[config.mk]
export PLATFORM = sky130hd
export DESIGN_NAME = fetch_unit
export DESIGN_NICKNAME = d
export VERILOG_FILES = /design/src/rtl/fetch_unit.sv
export SDC_FILE = /design/constraint.sdc
export NUM_CORES = 1
export LEC_CHECK = 0
export BUFFER_PORTS_ARGS = -buffer_cell sky130_fd_sc_hd__buf_2
export CORE_MARGIN = 5
export CORE_UTILIZATION = 48
export CTS_CLUSTER_DIAMETER = 100
export DETAILED_ROUTE_END_ITERATION = 16
export PLACE_DENSITY = 0.83
export SLEW_MARGIN = 20
export SYNTH_ARGS = -nofsm -noshare
export SYNTH_HDL_FRONTEND = slang
export SYNTH_SLANG_ARGS = --single-unit
[constraint.sdc]
create_clock -name clk -period 3.2 [get_ports clk]
set_clock_uncertainty 0.1 [all_clocks]
set_input_delay 0.32 -clock clk [delete_from_list [all_inputs] [get_ports clk]]
set_output_delay 0.32 -clock clk [all_outputs]
set_load 0.03 [all_outputs]
[src/rtl/fetch_unit.sv]
// fetch_unit: program-counter and instruction-fetch sequencer for the RV32I core.
//
// This block owns the PC. It fetches one word from instruction memory over a
// req/ack handshake and holds that word for decode and execute. It then picks
// the next PC from either the sequential path or the branch target. A
// control-flow target that is not word aligned locks the unit in a sticky
// fault state.
//
// Ports:
//   clk, rst        clock; synchronous active-high reset
//   NextPCSrc       1 = take target, 0 = pc + 4 (sampled in EXEC when not stalled)
//   target          branch/jump target from the ALU
//   stall           freezes the held instruction while in EXEC
//   imem_req        fetch request, held until imem_ack
//   imem_addr       fetch address (always equals pc)
//   imem_ack        imem_rdata is valid this cycle
//   imem_rdata      instruction word from memory
//   instr           held instruction (NOP_INSTR when nothing valid is held)
//   instr_valid     instr is valid for decode
//   pc, pc_plus4    current PC and its sequential successor (link value)
//   misalign_fault  sticky misaligned-target flag
//   instret         retired-instruction counter
//
// state   | meaning
// --------+-----------------------------------------------------------
// S_IDLE  | one cycle after reset, no request outstanding
// S_FETCH | request outstanding at pc, waiting for imem_ack
// S_EXEC  | instruction held for decode/execute, next PC chosen here
// S_FAULT | misaligned target seen; frozen until reset
module fetch_unit #(
  parameter logic [31:0] RESET_PC  = 32'h0000_0000,
  parameter logic [31:0] NOP_INSTR = 32'h0000_0013
) (
  input  logic        clk,
  input  logic        rst,
  input  logic        NextPCSrc,
  input  logic [31:0] target,
  input  logic        stall,
  output logic        imem_req,
  output logic [31:0] imem_addr,
  input  logic        imem_ack,
  input  logic [31:0] imem_rdata,
  output logic [31:0] instr,
  output logic        instr_valid,
  output logic [31:0] pc,
  output logic [31:0] pc_plus4,
  output logic        misalign_fault,
  output logic [31:0] instret
);

  typedef enum logic [1:0] {
    S_IDLE,
    S_FETCH,
    S_EXEC,
    S_FAULT
  } state_t;

  state_t      state_q;
  logic [31:0] pc_q;
  logic [31:0] instr_q;
  logic        valid_q;
  logic        req_q;
  logic        fault_q;
  logic [31:0] instret_q;
  logic [31:0] npc_d;

  // The sequential path wraps naturally modulo 2^32.
  assign pc_plus4 = pc_q + 32'd4;

  // Bit 0 of a jump target is always dropped (JALR semantics). Bit 1 is left
  // in place so that the EXEC state can detect a misaligned target.
  assign npc_d = NextPCSrc ? (target & ~32'h0000_0001) : pc_plus4;

  always_ff @(posedge clk) begin
    if (rst) begin
      state_q   <= S_IDLE;
      pc_q      <= RESET_PC;
      instr_q   <= NOP_INSTR;
      valid_q   <= 1'b0;
      req_q     <= 1'b0;
      fault_q   <= 1'b0;
      instret_q <= 32'd0;
    end else begin
      unique case (state_q)
        S_IDLE: begin
          state_q <= S_FETCH;
          req_q   <= 1'b1;
        end
        S_FETCH: begin
          if (imem_ack) begin
            instr_q <= imem_rdata;
            valid_q <= 1'b1;
            req_q   <= 1'b0;
            state_q <= S_EXEC;
          end
        end
        S_EXEC: begin
          if (!stall) begin
            // The offending instruction does not retire. The PC is kept so
            // that it still points at the instruction that faulted.
            if (npc_d[1]) begin
              state_q <= S_FAULT;
              fault_q <= 1'b1;
              valid_q <= 1'b0;
              instr_q <= NOP_INSTR;
            end else begin
              pc_q      <= npc_d;
              instret_q <= instret_q + 32'd1;
              instr_q   <= NOP_INSTR;
              valid_q   <= 1'b0;
              req_q     <= 1'b1;
              state_q   <= S_FETCH;
            end
          end
        end
        S_FAULT: begin
          state_q <= S_FAULT;
        end
      endcase
    end
  end

  assign imem_req       = req_q;
  assign imem_addr      = pc_q;
  assign instr          = instr_q;
  assign instr_valid    = valid_q;
  assign pc             = pc_q;
  assign misalign_fault = fault_q;
  assign instret        = instret_q;

endmodule

==> summary by stage <==
Die
The top-level port count is ~230. From left edge to right edge, the die measures between 100 and 150 um. In this run the core area contains 38 standard-cell rows. The initial cell density of the core is 48.6%. The area of the die is 13100 um2.

The core region area is 10800 um2. Measured along the y axis, the die boundary spans around 110 um.

Placement
The post-detailed-placement half-perimeter wirelength is roughly 11 mm. The count of input and output buffers is about 220. At the placement stage, the worst setup path has a slack of between 0.4 and 0.5 ns.

In this run, placement finished with an instance count of between 900 and 1000. The global placer's final weighted congestion is roughly 0.83.

CTS
The insertion delay of the later-clocked pin in the worst-skew pair is approximately 0.36 ns. Clock-pin slew was measured on the worst setup and hold paths at around 0.10 ns. CTS saw 99 sinks. The root cell of the clock tree is sky130_fd_sc_hd__clkbuf_8. The clock tree from TritonCTS is built. The deepest clock path buffer count is 2.

The H-tree depth is 3. TritonCTS created 9 clock buffers.

Detailed routing
The average wire per cell in the routed design is 15.8 um. Wires add up to approximately 15 mm. The number of nets with antenna violations after routing is 0. The routed via count is 5407. In this run, the number of DRC markers left after iteration 0 of detailed routing was 473. The routed via count divided by cell count is 5.53. In the routed design, unresolved DRC markers number 0.

For this run, the detailed router's first-pass iteration total came to 5.

Pwr
The clock share of power is a little over a third. The worst IR drop on VDD is about 280 uV. The analysis attributes to net switching a power of 0.723 mW. In this run the power density over the cells is a little under 400 nW/um2. The switching part of the total power is around 28%.

The design draws around 2.6 mW. Internal power comes to 1.83 mW. Per report_power, the combinational group accounts for between 10% and 20% of the total. Sequential cells account for 50.6% of the total power. Summed over all cells, the static leakage comes to 2.98 nW.

Critical path
Along the worst path, the maximum fanout reaches 8. The worst path required time is approximately 2.8 ns. The startpoint class of the critical path is a flop. The worst setup path is captured at an output pin. The start-to-end type of the worst setup path is reg -> out. Data on the critical path arrives at its endpoint at about 2.5 ns.

Cells and area
In the layout the commonest cells are sky130_fd_sc_hd__buf_2 (223), sky130_fd_sc_hd__dfxtp_1 (99), sky130_fd_sc_hd__nor2_1 (88). The non-filler instance count after layout is slightly below 1000. For this run, the share of the core covered by cells in the final layout is between 60 and 70%. The fraction of final layout cells sized beyond drive strength 1 is about a third.

0 antenna diodes ended up in the layout. The number of nets in the layout is 904. The area growth from synthesis to layout is 23.6%. The commonest non-fill, non-tap cell in the layout is sky130_fd_sc_hd__buf_2.

Run
The number of maximum-capacitance constraint violations is 0.

Timing
The max-slew violation total from the final report is 0. After layout, the worst path uses about nine tenths of the clock period. The aggregate negative setup slack is 0 ns. The hold violation total from the final report is 0.

Measured against its own limit, the worst slew margin works out to 52.2%. For the pin with the worst max-slew slack, the measured transition is between 0.7 and 0.8 ns. Setup repair after global routing left no endpoint under its margin. The worst path in the final design needs a cycle of approximately 2.9 ns, including I/O delays and setup. For this run, the top clock speed supported by timing is between 300 and 400 MHz. The number of failing setup endpoints in the final timing report is 0. The final worst setup slack is ~0.32 ns.

Yosys
The part of the Yosys area used for sequential elements is a little under two fifths. The summed instance area of the synthesized netlist is 5240 um2. Synthesis handed over a netlist of 660 instances. For this run, the leading register cell type out of synthesis is sky130_fd_sc_hd__dfxtp_1. During synthesis, Yosys emitted a total of 0 warnings. For this run, asynchronously set or reset flops after synthesis account for 0%. In this run, distinct cell masters in the synthesized netlist total 48. The post-synthesis sequential element count is a little under 100.

The average instance in the mapped netlist occupies 7.94 um2. The number of synthesized flops with an enable pin is 0.

GRT
The number of antenna violations at the first check in global routing is 0. The overall overflow remaining after global route is 0. The via count of the first global-routing pass came to about 4900. For this run, the total global-route usage over all layers was measured as between 20 and 25%. The global-route wire length before repair is around 24 mm. The pin count of the biggest net entering global routing is 73.

Worst hold path
In this run the worst hold path is classified as in -> reg.

Status
The run finished with clean final reports.
-- synth_stat cells, drive strengths merged, types with 21 or more instances --
library cell  number  area [um2]
xor2              29         254
o21ai             21         105
nand3             28         140
nor2              91         342
nand4             22         138
nand2             52         195
xnor2             25         219
clkbuf            45         170
a21oi             30         150
dfxtp             99        1980
a22oi             36         270
buf               38         278
-- per-layer routing --
| layer | up-vias | part of all wire (%) | GRT usage, % |
|---|---|---|---|
| met3 | 32 | 8.3 | 4.60 |
| met2 | 235 | 47 | 37.5 |
| met1 | 2493 | 42 | 27.3 |
| met5 | - | 0 | 0 |
| li1 | 2647 | - | - |
| met4 | 0 | 2.5 | 8.31 |
-- registers in the layout (all words and copies together), names as in the netlist --
signal / count
instr: 32
instret: 32
imem_addr: 30
state_q: 2
imem_req: 1
instr_valid: 1
misalign_fault: 1
-- critical path, cell delays in order (launching register included) --
cell and delay (ns):
sky130_fd_sc_hd__dfxtp_1 0.47, sky130_fd_sc_hd__ha_1 0.30, sky130_fd_sc_hd__nand2_1 0.24, sky130_fd_sc_hd__nor3_1 0.42
sky130_fd_sc_hd__and4_1 0.32, sky130_fd_sc_hd__xor2_1 0.14, sky130_fd_sc_hd__buf_2 0.21
-- power groups by stage --
stage	registers [mW]	clock network [mW]	logic, mW
floorplan	1.37	0	0.178
finish	1.29	0.925	0.335
global placement	1.32	0	0.331
detailed placement	1.32	0	0.337
global route	1.30	0.999	0.360
CTS	1.29	0.949	0.337
-- area by class of cell --
cell class | instances | area, um2
clock inverter | 7 | 105
tap | 140 | 175
clock buffer | 9 | 124
inverter | 6 | 22.5
fill | 983 | 4320
timing repair buffer | 240 | 1240
multi-input combinational | 477 | 2830
sequential | 99 | 1980
-- stage by stage --
| stage | hold slack [ns] | area (um2) |
|---|---|---|
| after global placement | 0.340 | 6220 |
| final | 0.0913 | 6480 |
| after global routing | 0.0763 | 6480 |
| after floorplan | 0.349 | 5260 |
| after detailed placement | 0.348 | 6220 |
| after CTS | 0.0733 | 6450 |
-- final timing paths --
check | start | end | slack [ns] | cells after the start
worst min register to register | instr_valid | instr_valid | 0.36 | 2
worst max register to register | state_q[1] | instret[25] | 0.40 | 5
worst min-delay path | imem_rdata[1] | instr[1] | 0.09 | 3
worst max-delay path | imem_addr[2] | pc_plus4[30] | 0.32 | 6
-- timing repair --
| action | in CTS | in global routing |
|---|---|---|
| hold buffers | 0 | 0 |
| setup buffers | 0 | 2 |
| gates resized for setup | 0 | 2 |
| endpoints found under the setup margin | 0 | 2 |
-- cells by family (layout without fill, tap and decap cells) --
family | after synthesis | count (layout) | synth area share, %
and+or+nand+nor | 281 | 281 | 26.7
AOI/OAI and AO/OA | 127 | 127 | 15.6
DFF | 99 | 99 | 37.8
buffers and inverters | 89 | 262 | 8.98
xor gates and xnor gates | 54 | 54 | 9.03
muxes | 7 | 7 | 1.34
adders and majority gates | 2 | 2 | 0.477
other | 1 | 6 | 0.0716
Power figures use the tool's default switching activity.
